`src/rtl/mips_pkg.sv`:
```
// Shared constants and types for the MIPS front end.
// Fetch buffer entry layout and branch/jump target helpers.
package mips_pkg;

  localparam logic [31:0] RESET_PC_DEFAULT = 32'h0000_0000;
  localparam int INSTR_W    = 32;
  localparam int WORD_SHIFT = 2;
  localparam int JTGT_W     = 26;
  localparam int JREG_LSB   = 28;
  localparam int JREG_W     = 4;

  typedef struct packed {
    logic [INSTR_W-1:0] pc;
    logic [INSTR_W-1:0] word;
  } fetch_entry_t;

  function automatic logic [31:0] br_target(
    input logic [31:0] seq_pc,
    input logic [15:0] imm
  );
    return seq_pc + ({{16{imm[15]}}, imm} << WORD_SHIFT);
  endfunction

  function automatic logic [31:0] j_target(
    input logic [31:0]       seq_pc,
    input logic [JTGT_W-1:0] idx
  );
    return {seq_pc[JREG_LSB +: JREG_W], idx, {WORD_SHIFT{1'b0}}};
  endfunction

endpackage

```
`src/rtl/instr_fetch_if.sv`:
```
// Fetch-stage bus: imem request/response channel plus decode handshake.
// master = fetch stage, slave = memory and decoder side.
interface instr_fetch_if;
  import mips_pkg::*;

  logic               imem_req_valid;
  logic               imem_req_ready;
  logic [INSTR_W-1:0] imem_req_addr;
  logic               imem_resp_valid;
  logic [INSTR_W-1:0] imem_resp_data;
  logic [INSTR_W-1:0] instr;
  logic [INSTR_W-1:0] instr_pc;
  logic               instr_valid;
  logic               instr_ready;
  logic               dobranch;
  logic               dojump;

  modport master (
    output imem_req_valid, imem_req_addr,
    output instr, instr_pc, instr_valid,
    input  imem_req_ready,
    input  imem_resp_valid, imem_resp_data,
    input  instr_ready, dobranch, dojump
  );

  modport slave (
    input  imem_req_valid, imem_req_addr,
    input  instr, instr_pc, instr_valid,
    output imem_req_ready,
    output imem_resp_valid, imem_resp_data,
    output instr_ready, dobranch, dojump
  );

endinterface

```
`src/rtl/fetch_fifo.sv`:
```
// Shift-register instruction buffer; entry 0 is the registered head.
// Flush wins over push/pop in the same cycle.
module fetch_fifo
  import mips_pkg::*;
#(
  parameter int DEPTH = 3,
  localparam int CW = $clog2(DEPTH + 1)
) (
  input  logic         clk,
  input  logic         rst_n,
  input  logic         flush,
  input  logic         push,
  input  fetch_entry_t din,
  input  logic         pop,
  output fetch_entry_t head,
  output logic [CW-1:0] count
);

  localparam int AW = (DEPTH > 1) ? $clog2(DEPTH) : 1;

  fetch_entry_t  mem [DEPTH];
  logic [CW-1:0] pop_w;
  logic [AW-1:0] widx;

  assign pop_w = CW'(pop);
  assign widx  = AW'(count - pop_w);
  assign head  = mem[0];

  always_ff @(posedge clk or negedge rst_n) begin
    if (!rst_n) begin
      count <= '0;
      for (int i = 0; i < DEPTH; i++) mem[i] <= '0;
    end else if (flush) begin
      count <= '0;
    end else begin
      if (pop) begin
        for (int i = 0; i < DEPTH - 1; i++) mem[i] <= mem[i+1];
      end
      // write lands after the shift so a pop+push keeps order
      if (push) mem[widx] <= din;
      count <= count + CW'(push) - pop_w;
    end
  end

endmodule

```
`src/rtl/instr_fetch.sv`:
```
// Fetch stage: owns the PC, issues credit-limited imem requests,
// buffers words for decode and squashes wrong-path fetches on redirect.
module instr_fetch
  import mips_pkg::*;
#(
  parameter logic [31:0] RESET_PC   = RESET_PC_DEFAULT,
  parameter int          FIFO_DEPTH = 3
) (
  input logic           clk,
  input logic           reset_n,
  instr_fetch_if.master bus
);

  localparam int CW = $clog2(FIFO_DEPTH + 1);

  logic [31:0]   fetch_pc;
  logic [31:0]   resp_pc;
  logic [31:0]   seq_pc;
  logic [31:0]   target;
  logic [CW-1:0] outstanding;
  logic [CW-1:0] drop_cnt;
  logic [CW-1:0] fifo_count;
  logic [CW-1:0] out_next;
  logic [CW:0]   used;
  logic          req_fire;
  logic          resp_fire;
  logic          push;
  logic          pop;
  logic          redirect;
  fetch_entry_t  head;
  fetch_entry_t  din;

  fetch_fifo #(
    .DEPTH (FIFO_DEPTH)
  ) u_fifo (
    .clk   (clk),
    .rst_n (reset_n),
    .flush (redirect),
    .push  (push),
    .din   (din),
    .pop   (pop),
    .head  (head),
    .count (fifo_count)
  );

  assign used = {1'b0, outstanding} + {1'b0, fifo_count};

  assign bus.imem_req_valid = reset_n && (used < (CW+1)'(FIFO_DEPTH));
  assign bus.imem_req_addr  = fetch_pc;
  assign bus.instr_valid    = fifo_count != '0;
  assign bus.instr          = head.word;
  assign bus.instr_pc       = head.pc;

  assign req_fire  = bus.imem_req_valid && bus.imem_req_ready;
  // a response with nothing in flight is a protocol error and is ignored
  assign resp_fire = bus.imem_resp_valid && (outstanding != '0);
  assign pop       = bus.instr_valid && bus.instr_ready;
  assign redirect  = pop && (bus.dobranch || bus.dojump);
  assign push      = resp_fire && (drop_cnt == '0) && !redirect;
  assign out_next  = outstanding + CW'(req_fire) - CW'(resp_fire);

  assign din    = '{pc: resp_pc, word: bus.imem_resp_data};
  assign seq_pc = head.pc + 32'd4;
  assign target = bus.dojump
                ? j_target(seq_pc, head.word[JTGT_W-1:0])
                : br_target(seq_pc, head.word[15:0]);

  always_ff @(posedge clk or negedge reset_n) begin
    if (!reset_n) begin
      fetch_pc    <= RESET_PC;
      resp_pc     <= RESET_PC;
      outstanding <= '0;
      drop_cnt    <= '0;
    end else begin
      outstanding <= out_next;
      if (redirect) begin
        // everything still in flight belongs to the wrong path
        fetch_pc <= target;
        resp_pc  <= target;
        drop_cnt <= out_next;
      end else begin
        if (req_fire) fetch_pc <= fetch_pc + 32'd4;
        if (push) resp_pc <= resp_pc + 32'd4;
        if (resp_fire && drop_cnt != '0) drop_cnt <= drop_cnt - 1'b1;
      end
    end
  end

endmodule

```
`src/flat_wrapper.sv`:
```
// flat-port wrapper written by rule: the top's interface ports become plain ports
module instr_fetch_flat import mips_pkg::*;
#(
  parameter logic [31:0] RESET_PC   = RESET_PC_DEFAULT,
  parameter int          FIFO_DEPTH = 3
)
  (clk, reset_n, bus_imem_req_valid, bus_imem_req_addr, bus_instr, bus_instr_pc, bus_instr_valid, bus_imem_req_ready, bus_imem_resp_valid, bus_imem_resp_data, bus_instr_ready, bus_dobranch, bus_dojump);
  instr_fetch_if bus_i ();
  input logic clk;
  input logic reset_n;
  output wire logic [$bits(bus_i.imem_req_valid)-1:0] bus_imem_req_valid;
  output wire logic [$bits(bus_i.imem_req_addr)-1:0] bus_imem_req_addr;
  output wire logic [$bits(bus_i.instr)-1:0] bus_instr;
  output wire logic [$bits(bus_i.instr_pc)-1:0] bus_instr_pc;
  output wire logic [$bits(bus_i.instr_valid)-1:0] bus_instr_valid;
  input wire logic [$bits(bus_i.imem_req_ready)-1:0] bus_imem_req_ready;
  input wire logic [$bits(bus_i.imem_resp_valid)-1:0] bus_imem_resp_valid;
  input wire logic [$bits(bus_i.imem_resp_data)-1:0] bus_imem_resp_data;
  input wire logic [$bits(bus_i.instr_ready)-1:0] bus_instr_ready;
  input wire logic [$bits(bus_i.dobranch)-1:0] bus_dobranch;
  input wire logic [$bits(bus_i.dojump)-1:0] bus_dojump;
  assign bus_imem_req_valid = bus_i.imem_req_valid;
  assign bus_imem_req_addr = bus_i.imem_req_addr;
  assign bus_instr = bus_i.instr;
  assign bus_instr_pc = bus_i.instr_pc;
  assign bus_instr_valid = bus_i.instr_valid;
  assign bus_i.imem_req_ready = bus_imem_req_ready;
  assign bus_i.imem_resp_valid = bus_imem_resp_valid;
  assign bus_i.imem_resp_data = bus_imem_resp_data;
  assign bus_i.instr_ready = bus_instr_ready;
  assign bus_i.dobranch = bus_dobranch;
  assign bus_i.dojump = bus_dojump;
  instr_fetch #(.RESET_PC(RESET_PC), .FIFO_DEPTH(FIFO_DEPTH)) u_core (.clk(clk), .reset_n(reset_n), .bus(bus_i));
endmodule
```
`config.mk`:
```
export PLATFORM = sky130hd
export DESIGN_NAME = instr_fetch_flat
export DESIGN_NICKNAME = d
export VERILOG_FILES = /design/src/rtl/mips_pkg.sv /design/src/rtl/instr_fetch_if.sv /design/src/rtl/fetch_fifo.sv /design/src/rtl/instr_fetch.sv /design/src/flat_wrapper.sv
export SDC_FILE = /design/constraint.sdc
export NUM_CORES = 1
export LEC_CHECK = 0
export BUFFER_PORTS_ARGS = -buffer_cell sky130_fd_sc_hd__buf_4
export CAP_MARGIN = 5
export CORE_MARGIN = 2
export CORE_UTILIZATION = 45
export CTS_CLUSTER_SIZE = 14
export DETAILED_ROUTE_END_ITERATION = 6
export GPL_ROUTABILITY_DRIVEN = 0
export PLACE_DENSITY = 0.66
export SLEW_MARGIN = 20
export SYNTH_ARGS = -nofsm -noshare
export SYNTH_HDL_FRONTEND = slang
export SYNTH_HIERARCHICAL = 1
export SYNTH_SLANG_ARGS = --single-unit
export TNS_END_PERCENT = 50
```
`constraint.sdc`:
```
create_clock -name clk -period 3.8 [get_ports clk]
set_clock_uncertainty 0.1 [all_clocks]
set_input_delay 0.19 -clock clk [delete_from_list [all_inputs] [get_ports clk]]
set_output_delay 0.19 -clock clk [all_outputs]
set_load 0.02 [all_outputs]
```
==> metrics.csv, run 1 <==
stage,metric,value,unit
detailed_routing,final wirelength,50.8,mm
sta,slew margin rel.,36.2,%
layout,area delta synth->final,16.7,%
worst_setup_path,slowest CP cell,or4_1,
floorplanning,Die Height,195,µm
sta,min cycle time layout,3640,ps
clock_tree,later-pin clock latency in the skew report,590,ps
power,peak supply drop,534,µV
floorplanning,Initial Util,45.8,%
synthesis,#FFs+latches synth,262,
detailed_routing,drt pass-1 iters,5,
floorplanning,Core ar.,35700,µm²
synthesis,syn_nets,1751,
floorplanning,I/O pin count,137,
worst_setup_path,critical path endpoint category,flip-flop,
worst_setup_path,reg2reg path depth,14,
clock_tree,clk root buf,clkbuf_16,
placed_design,placed cell areas,17600,µm²
synthesis,synthesized area,16400,µm²
status,outcome,finished clean,
job,Maximum Capacitance Violations,0,
worst_setup_path,Setup CP Type,flip-flop to flip-flop,
clock_tree,Max Buffers Root-to-Sink,3,
layout,fin nets,1850,
worst_setup_path,CP max stage delay,490,ps
clock_tree,CTS Buf Count,30,
power,Pwr Density,981,nW/µm²
detailed_routing,Post-route DRC,0,
global_route,global route total overflow,0,
sta,max frequency,275,MHz
placed_design,post-DP HPWL,34.4,mm
sta,Worst Tran Pin Value,957,ps
global_route,Global Route Usage Sum,26.4,%
global_route,vias in the first global route,13600,
global_route,largest net degree at the start of global routing,136,
synthesis,post-synthesis mux area share,8.99,%
worst_setup_path,critical path data required time,4190,ps
synthesis,post-synthesis share of cell area spent on xor and xnor gates,4.91,%
clock_tree,CTS sink count,262,
worst_setup_path,crit-path cells,and4_1 -> nand2_1 -> buf_4 -> nor4_4 -> buf_4 -> nand3_1 -> xnor2_1 -> ha_1 -> nand4_1 -> o221a_1 -> nor2_1 -> o31a_1 -> or4_1 -> a31oi_1,
clock_tree,"Reg clk slew, reported paths",60,ps
worst_setup_path,"Arr. time, crit path",4030,ps
detailed_routing,drt via density,6.13,
layout,layout cells sized above 1,23.7,%
synthesis,Compound-Gate Fraction of Synth Area,19.5,%
detailed_routing,post-route ant nets,0,
layout,fin util,53.5,%
clock_tree,H-Tree Depth,1,
synthesis,synthesis warning total,6,
clock_tree,CTS tree,built,
sta,slack of the critical path,158,ps
layout,Finished Cell Area,19100,µm²
worst_setup_path,CP max FO,5,
synthesis,largest family of logic cells by synthesized area,compound AO/OA/AOI/OAI gates,
power,static leakage,8.13,nW
synthesis,Netlist cell types,75,
min_path,hold depth,4,
detailed_routing,total number of vias,13800,
sta,max-slew violations,0,
placed_design,Port Buffers,136,
floorplanning,Die ar.,37900,µm²
layout,most frequent cells in the layout,"dfrtp_1, buf_4, nand2_1, mux2_2, a21oi_1",
sta,RSZ-0062 raised after global routing,true,
placed_design,dpl ws,-20.8,ps
synthesis,Synth Flop Type,dfrtp_1,
synthesis,number of synthesized flops with an enable pin,0,
synthesis,post-synthesis sequential area ratio,40.0,%
sta,setup violators final,0,
global_route,global-route wire length before repair,79.2,mm
detailed_routing,DR iter-0 viols,1203,
sta,final period utilization,95.8,%
floorplanning,# rows,69,
synthesis,Post-Synthesis Cells,1667,
synthesis,adder-cell area share of the yosys netlist,3.53,%
synthesis,asr flop ratio synth,100,%
detailed_routing,Wirelength per Cell,22.6,µm
floorplanning,Die Wd,195,µm
worst_setup_path,most frequent CP cell,buf_4,
min_path,worst min path class,input port to flip-flop,
layout,# diodes,0,
sta,"Hold Vio Cnt, Final",0,
layout,Storage cell area,6560,µm²
global_route,initial antenna violation count,0,
layout,fill count,3222,
layout,"most common cell after layout, fill and taps aside",dfrtp_1,
sta,final setup TNS,0,ps
synthesis,Mean Syn Cell Area,9.82,µm²
worst_setup_path,Critical Path Source Type,flip-flop,
synthesis,simple-gate portion of the synthesized area,16.4,%
layout,multi-input logic area,8860,µm²
==> power breakdown <==
group	switching (W)	internal, W	total (W)
sequential	0.00135	0.00403	0.00538
combinational	0.00582	0.00459	0.0104
clock	0.00123	0.00171	0.00294
total	0.00840	0.0103	0.0187
==> path summary, 6_finish.rpt <==
kind	from	end	slack, ps
max	u_core/u_fifo/head[41]	u_core/resp_pc[31]	160
min	bus_imem_resp_valid	u_core/outstanding[1]	110
max reg2reg	u_core/u_fifo/head[41]	u_core/resp_pc[31]	160
min reg2reg	u_core/u_fifo/mem[118]	u_core/u_fifo/mem[118]	400
max in group asynchronous	reset_n	u_core/u_fifo/head[55]	1960
min in group asynchronous	reset_n	u_core/u_fifo/mem[91]	300
==> cell type report <==
class	count	area share (%)
multi-input cells	1206	46.4
flip-flops and latches	262	34.3
repair buffers	245	10.6
clock buffers	43	4.50
well taps	461	3.02
clock inverters	13	0.766
inverters	21	0.452
==> cell usage after synthesis, types with 19 or more instances <==
master | n | area (µm²)
nand2b_1 | 66 | 413
nor2_1 | 71 | 267
inv_1 | 19 | 71.3
clkbuf_1 | 44 | 165
nand2_1 | 166 | 623
xor2_1 | 35 | 307
nor2b_1 | 71 | 444
a211oi_1 | 75 | 563
nor3_1 | 21 | 105
nand4_1 | 28 | 175
ha_1 | 43 | 538
xnor2_1 | 55 | 482
a21oi_1 | 78 | 390
buf_2 | 55 | 275
a221o_1 | 65 | 651
o21ai_0 | 20 | 100
nand3_1 | 42 | 210
mux2_2 | 129 | 1450
dfrtp_1 | 262 | 6560
o22a_1 | 70 | 613
buf_4 | 70 | 526
==> through the flow <==
step | total power, W | cells | hold slack (ps)
after global routing | 0.0198 | 2251 | 125
after detailed placement | 0.0155 | 2156 | -97.0
after floorplan | 0.0124 | 1667 | -206
after global placement | 0.0153 | 2156 | -95.9
final | 0.0187 | 2251 | 113
after CTS | 0.0185 | 2248 | 111
==> layer usage <==
layer / wire length [µm] / track usage (%)
met1: 21800 / 35.7
met2: 23000 / 41.7
met3: 3440 / 4.56
met4: 2510 / 11.8
met5: 0 / 0
==> cell families (layout without fill, tap and decap cells) <==
family / after synthesis / in the layout
AND/OR/NAND/NOR: 526 / 526
AO/OA/AOI/OAI: 413 / 413
flip-flops: 262 / 262
buffers and inverters: 199 / 322
multiplexers: 131 / 131
XOR/XNOR: 91 / 91
adder cells (fa/ha/maj): 45 / 45
==> critical path, delay by kind of cell (launching register included) <==
| family | cells | cell delay (ps) |
|---|---|---|
| flip-flops | 1 | 340 |
| adder cells (fa/ha/maj) | 1 | 340 |
| buffers and inverters | 2 | 350 |
| AO/OA/AOI/OAI | 3 | 710 |
| XOR/XNOR | 1 | 230 |
| AND/OR/NAND/NOR | 7 | 1460 |
==> what timing repair did <==
action | in CTS | in global routing
endpoints found under the hold margin | 304 | 0
resized for setup | 1 | 20
hold buffers | 36 | 0
buffers inserted | 0 | 3
pin swaps | 0 | 6
endpoints found under the setup margin | 4 | 17
No activity file was read; power rests on OpenSTA's default activity.
==> run 2: changes to the inputs <==
--- a/config.mk
+++ b/config.mk
@@ -5,6 +5,7 @@
 export SDC_FILE = /design/constraint.sdc
 export NUM_CORES = 1
 export LEC_CHECK = 0
+export ABC_AREA = 1
 export BUFFER_PORTS_ARGS = -buffer_cell sky130_fd_sc_hd__buf_4
 export CAP_MARGIN = 5
 export CORE_MARGIN = 2
==> run 2 against run 1 <==
Utilization fell by 1.9 points. Sequential power rose by 1%. Non-clock buffer count fell by 35. Register-to-register slack improved by 210 ps. Flip-flop and latch count did not move. Combinational power fell by 23%. Via count rose by 37%. Fmax rose by 6.0%. Synthesized cell count rose by 67%.
==> metrics.csv, run 2 <==
stage,metric,value,unit
status,outcome,finished clean,
layout,"most common cell after layout, fill and taps aside",nand2_1,
synthesis,Synth top area share,35.6,%
synthesis,top post-synthesis cells by area,"dfrtp_1, nand2_1, nand3_1, inv_1, o21ai_0",
sta,slew margin rel.,34.6,%
synthesis,post-synthesis sequential area ratio,35.6,%
detailed_routing,post-route ant nets,0,
worst_setup_path,"Arr. time, crit path",3820,ps
worst_setup_path,Critical Path Stages,22,
synthesis,asr flop ratio synth,100,%
min_path,hold depth,5,
worst_setup_path,CP max FO,7,
power,peak supply drop,491,µV
clock_tree,later-pin clock latency in the skew report,590,ps
layout,fin nets,2914,
placed_design,dpl ws,274,ps
detailed_routing,drt via density,5.59,
worst_setup_path,critical path data required time,4180,ps
global_route,largest net degree at the start of global routing,127,
worst_setup_path,most frequent CP cell,nand2_1,
worst_setup_path,"CP delay by family, top",simple AND/OR/NAND/NOR gates,
clock_tree,H-Tree Depth,1,
job,Maximum Capacitance Violations,0,
placed_design,Port Buffers,136,
layout,layout cells sized above 1,9.70,%
clock_tree,Max Buffers Root-to-Sink,3,
worst_setup_path,Setup CP Type,flip-flop to flip-flop,
global_route,initial antenna violation count,0,
sta,"Hold Vio Cnt, Final",0,
placed_design,post-DP HPWL,43.3,mm
layout,most frequent cells in the layout,"nand2_1, nand3_1, dfrtp_1, inv_1, buf_4",
synthesis,post-synthesis mux area share,0,%
worst_setup_path,CP bufs+invs,3,
detailed_routing,Post-route DRC,0,
sta,max frequency,291,MHz
sta,min cycle time layout,3440,ps
sta,setup violators final,0,
synthesis,Post-Synthesis Cells,2776,
synthesis,syn_nets,2860,
sta,Worst Tran Pin Value,981,ps
worst_setup_path,Critical Path Source Type,flip-flop,
clock_tree,"Reg clk slew, reported paths",60,ps
detailed_routing,Wirelength per Cell,18.3,µm
floorplanning,Initial Util,45.4,%
synthesis,Compound-Gate Fraction of Synth Area,7.64,%
min_path,WHS Endpoint,u_core/u_fifo/mem[127],
clock_tree,CTS sink count,262,
power,Pwr Density,789,nW/µm²
floorplanning,# rows,74,
layout,# diodes,0,
floorplanning,Die Height,206,µm
synthesis,largest family of logic cells by synthesized area,simple AND/OR/NAND/NOR gates,
worst_setup_path,CP max stage delay,460,ps
global_route,global-route wire length before repair,96.8,mm
floorplanning,Die ar.,42500,µm²
global_route,Global Route Usage Sum,29.0,%
worst_setup_path,slowest CP cell,dfrtp_1,
sta,final setup TNS,0,ps
synthesis,simple-gate portion of the synthesized area,40.0,%
power,static leakage,10.8,nW
synthesis,number of synthesized flops with an enable pin,0,
synthesis,Post-synth top cells,"nand2_1, nand3_1, dfrtp_1",
synthesis,#FFs+latches synth,262,
min_path,Hold Startpoint,bus_dobranch,
sta,max-slew violations,0,
floorplanning,Die Wd,206,µm
layout,area delta synth->final,13.8,%
clock_tree,CTS Buf Count,31,
synthesis,synthesis warning total,6,
detailed_routing,drt pass-1 iters,6,
synthesis,Netlist cell types,47,
worst_setup_path,Worst R2R Setup Slack,360,ps
synthesis,top cell type by total area after synthesis,dfrtp_1,
sta,final period utilization,90.4,%
sta,RSZ-0062 raised after global routing,false,
min_path,worst min path class,input port to flip-flop,
synthesis,most common cell in the synthesized netlist,nand2_1,
detailed_routing,total number of vias,18900,
synthesis,Synth Flop Type,dfrtp_1,
clock_tree,CTS tree,built,
detailed_routing,DR iter-0 viols,1917,
global_route,vias in the first global route,17500,
synthesis,Mean Syn Cell Area,6.63,µm²
synthesis,adder-cell area share of the yosys netlist,3.14,%
sta,slack of the critical path,364,ps
floorplanning,Core ar.,40600,µm²
detailed_routing,final wirelength,61.8,mm
worst_setup_path,reg2reg path depth,22,
worst_setup_path,crit-path cells,ha_1 -> inv_1 -> nor2_2 -> nand2_1 -> nor3_4 -> nand4_1 -> nor2_1 -> xnor2_1 -> inv_1 -> ha_1 -> a21oi_1 -> nand2_1 -> a21oi_1 -> nand2_1 -> inv_1 -> nand2_1 -> nand2_1 -> nand3_1 -> nand2_1 -> nand2_1 -> nand2_1 -> nand2_1,
floorplanning,I/O pin count,137,
global_route,global route total overflow,0,
synthesis,synthesized area,18400,µm²
worst_setup_path,R2R Path Start,u_core/u_fifo/head[35],
synthesis,post-synthesis share of cell area spent on xor and xnor gates,2.95,%
worst_setup_path,critical path endpoint category,flip-flop,
clock_tree,Post-CTS Repair Setup Buffers,0,
clock_tree,clk root buf,clkbuf_16,
worst_setup_path,R2R Path End,u_core/bus.imem_req_addr[31],
-- run 2: cell count changes after synthesis, moves of 70 or more --
cell      delta
nand2_1    +879
nand3_1    +307
inv_1      +217
mux2_2     -129
o21ai_0    +113
nor2_1      +78
a211oi_1    -74
nor2b_1     -71
o22a_1      -70
-- run 2: repair_timing --
action / 4_1_cts / 5_1_grt
hold buffers: 35 / 0
gates resized for setup: 0 / 7
endpoints found under the hold margin: 299 / 0
endpoints found under the setup margin: 0 / 20
-- run 2: power by group --
part | internal (W) | switching [W] | total [W]
combinational | 0.00281 | 0.00516 | 0.00797
clock | 0.00183 | 0.00125 | 0.00308
sequential | 0.00394 | 0.00152 | 0.00546
-- run 2: worst register-to-register path: stages (launching register included) --
cell	delay (ps)
dfrtp_1	460
ha_1	220
inv_1	60
nor2_2	170
nand2_1	150
nor3_4	270
nand4_1	170
nor2_1	150
xnor2_1	130
inv_1	60
ha_1	360
a21oi_1	230
nand2_1	100
a21oi_1	140
nand2_1	90
inv_1	60
nand2_1	50
nand2_1	60
nand3_1	70
nand2_1	90
nand2_1	50
nand2_1	50
nand2_1	50
-- run 2: how the worst max path moves through the flow --
| stage | from | endpoint | slack, ps |
|---|---|---|---|
| global route | u_core/u_fifo/head[35] | u_core/resp_pc[29] | 30 |
| detailed placement | u_core/u_fifo/head[35] | u_core/bus.imem_req_addr[31] | 270 |
| finish | u_core/u_fifo/head[35] | u_core/bus.imem_req_addr[31] | 360 |
| CTS | u_core/u_fifo/head[35] | u_core/bus.imem_req_addr[31] | 250 |
| floorplan | u_core/u_fifo/head[35] | u_core/bus.imem_req_addr[31] | 700 |
| global placement | u_core/u_fifo/head[35] | u_core/bus.imem_req_addr[31] | 340 |
-- run 2: routing by layer --
layer	wire (µm)	part of all wire, %	track usage [%]	vias up
met5	0	0	0	-
met4	2630	4.3	11.5	0
met3	5490	8.9	4.78	150
met2	27500	44	45.3	908
met1	26200	42	40.1	8978
li1	-	-	-	8908
-- run 2: through the flow --
| step | util [%] | cells | hold slack (ps) | power [W] | instance area [µm²] |
|---|---|---|---|---|---|
| final | 51.6 | 3387 | 60.9 | 0.0165 | 20900 |
| after global placement | 48.1 | 3294 | -79.4 | 0.0131 | 19500 |
| after detailed placement | 48.1 | 3294 | -78.9 | 0.0133 | 19500 |
| after CTS | 51.5 | 3387 | 29.4 | 0.0165 | 20900 |
| after global routing | 51.6 | 3387 | 57.6 | 0.0177 | 20900 |
| after floorplan | - | 2776 | -206 | 0.0107 | 18400 |
-- run 2: logic make-up after synthesis --
group / Yosys count
and+or+nand+nor: 1718
buffers and inverters: 430
DFF: 262
AOI/OAI and AO/OA: 259
xor gates and xnor gates: 62
adders and majority gates: 45
-- run 2: layout make-up --
cell class              count  area (µm²)
clock buffers              46         932
clock inverters            12         128
fillers                  4011       19600
inverters                 241         912
multi-input cells        2084        9950
flip-flops and latches    262        6560
well taps                 532         666
repair buffers            210        1780
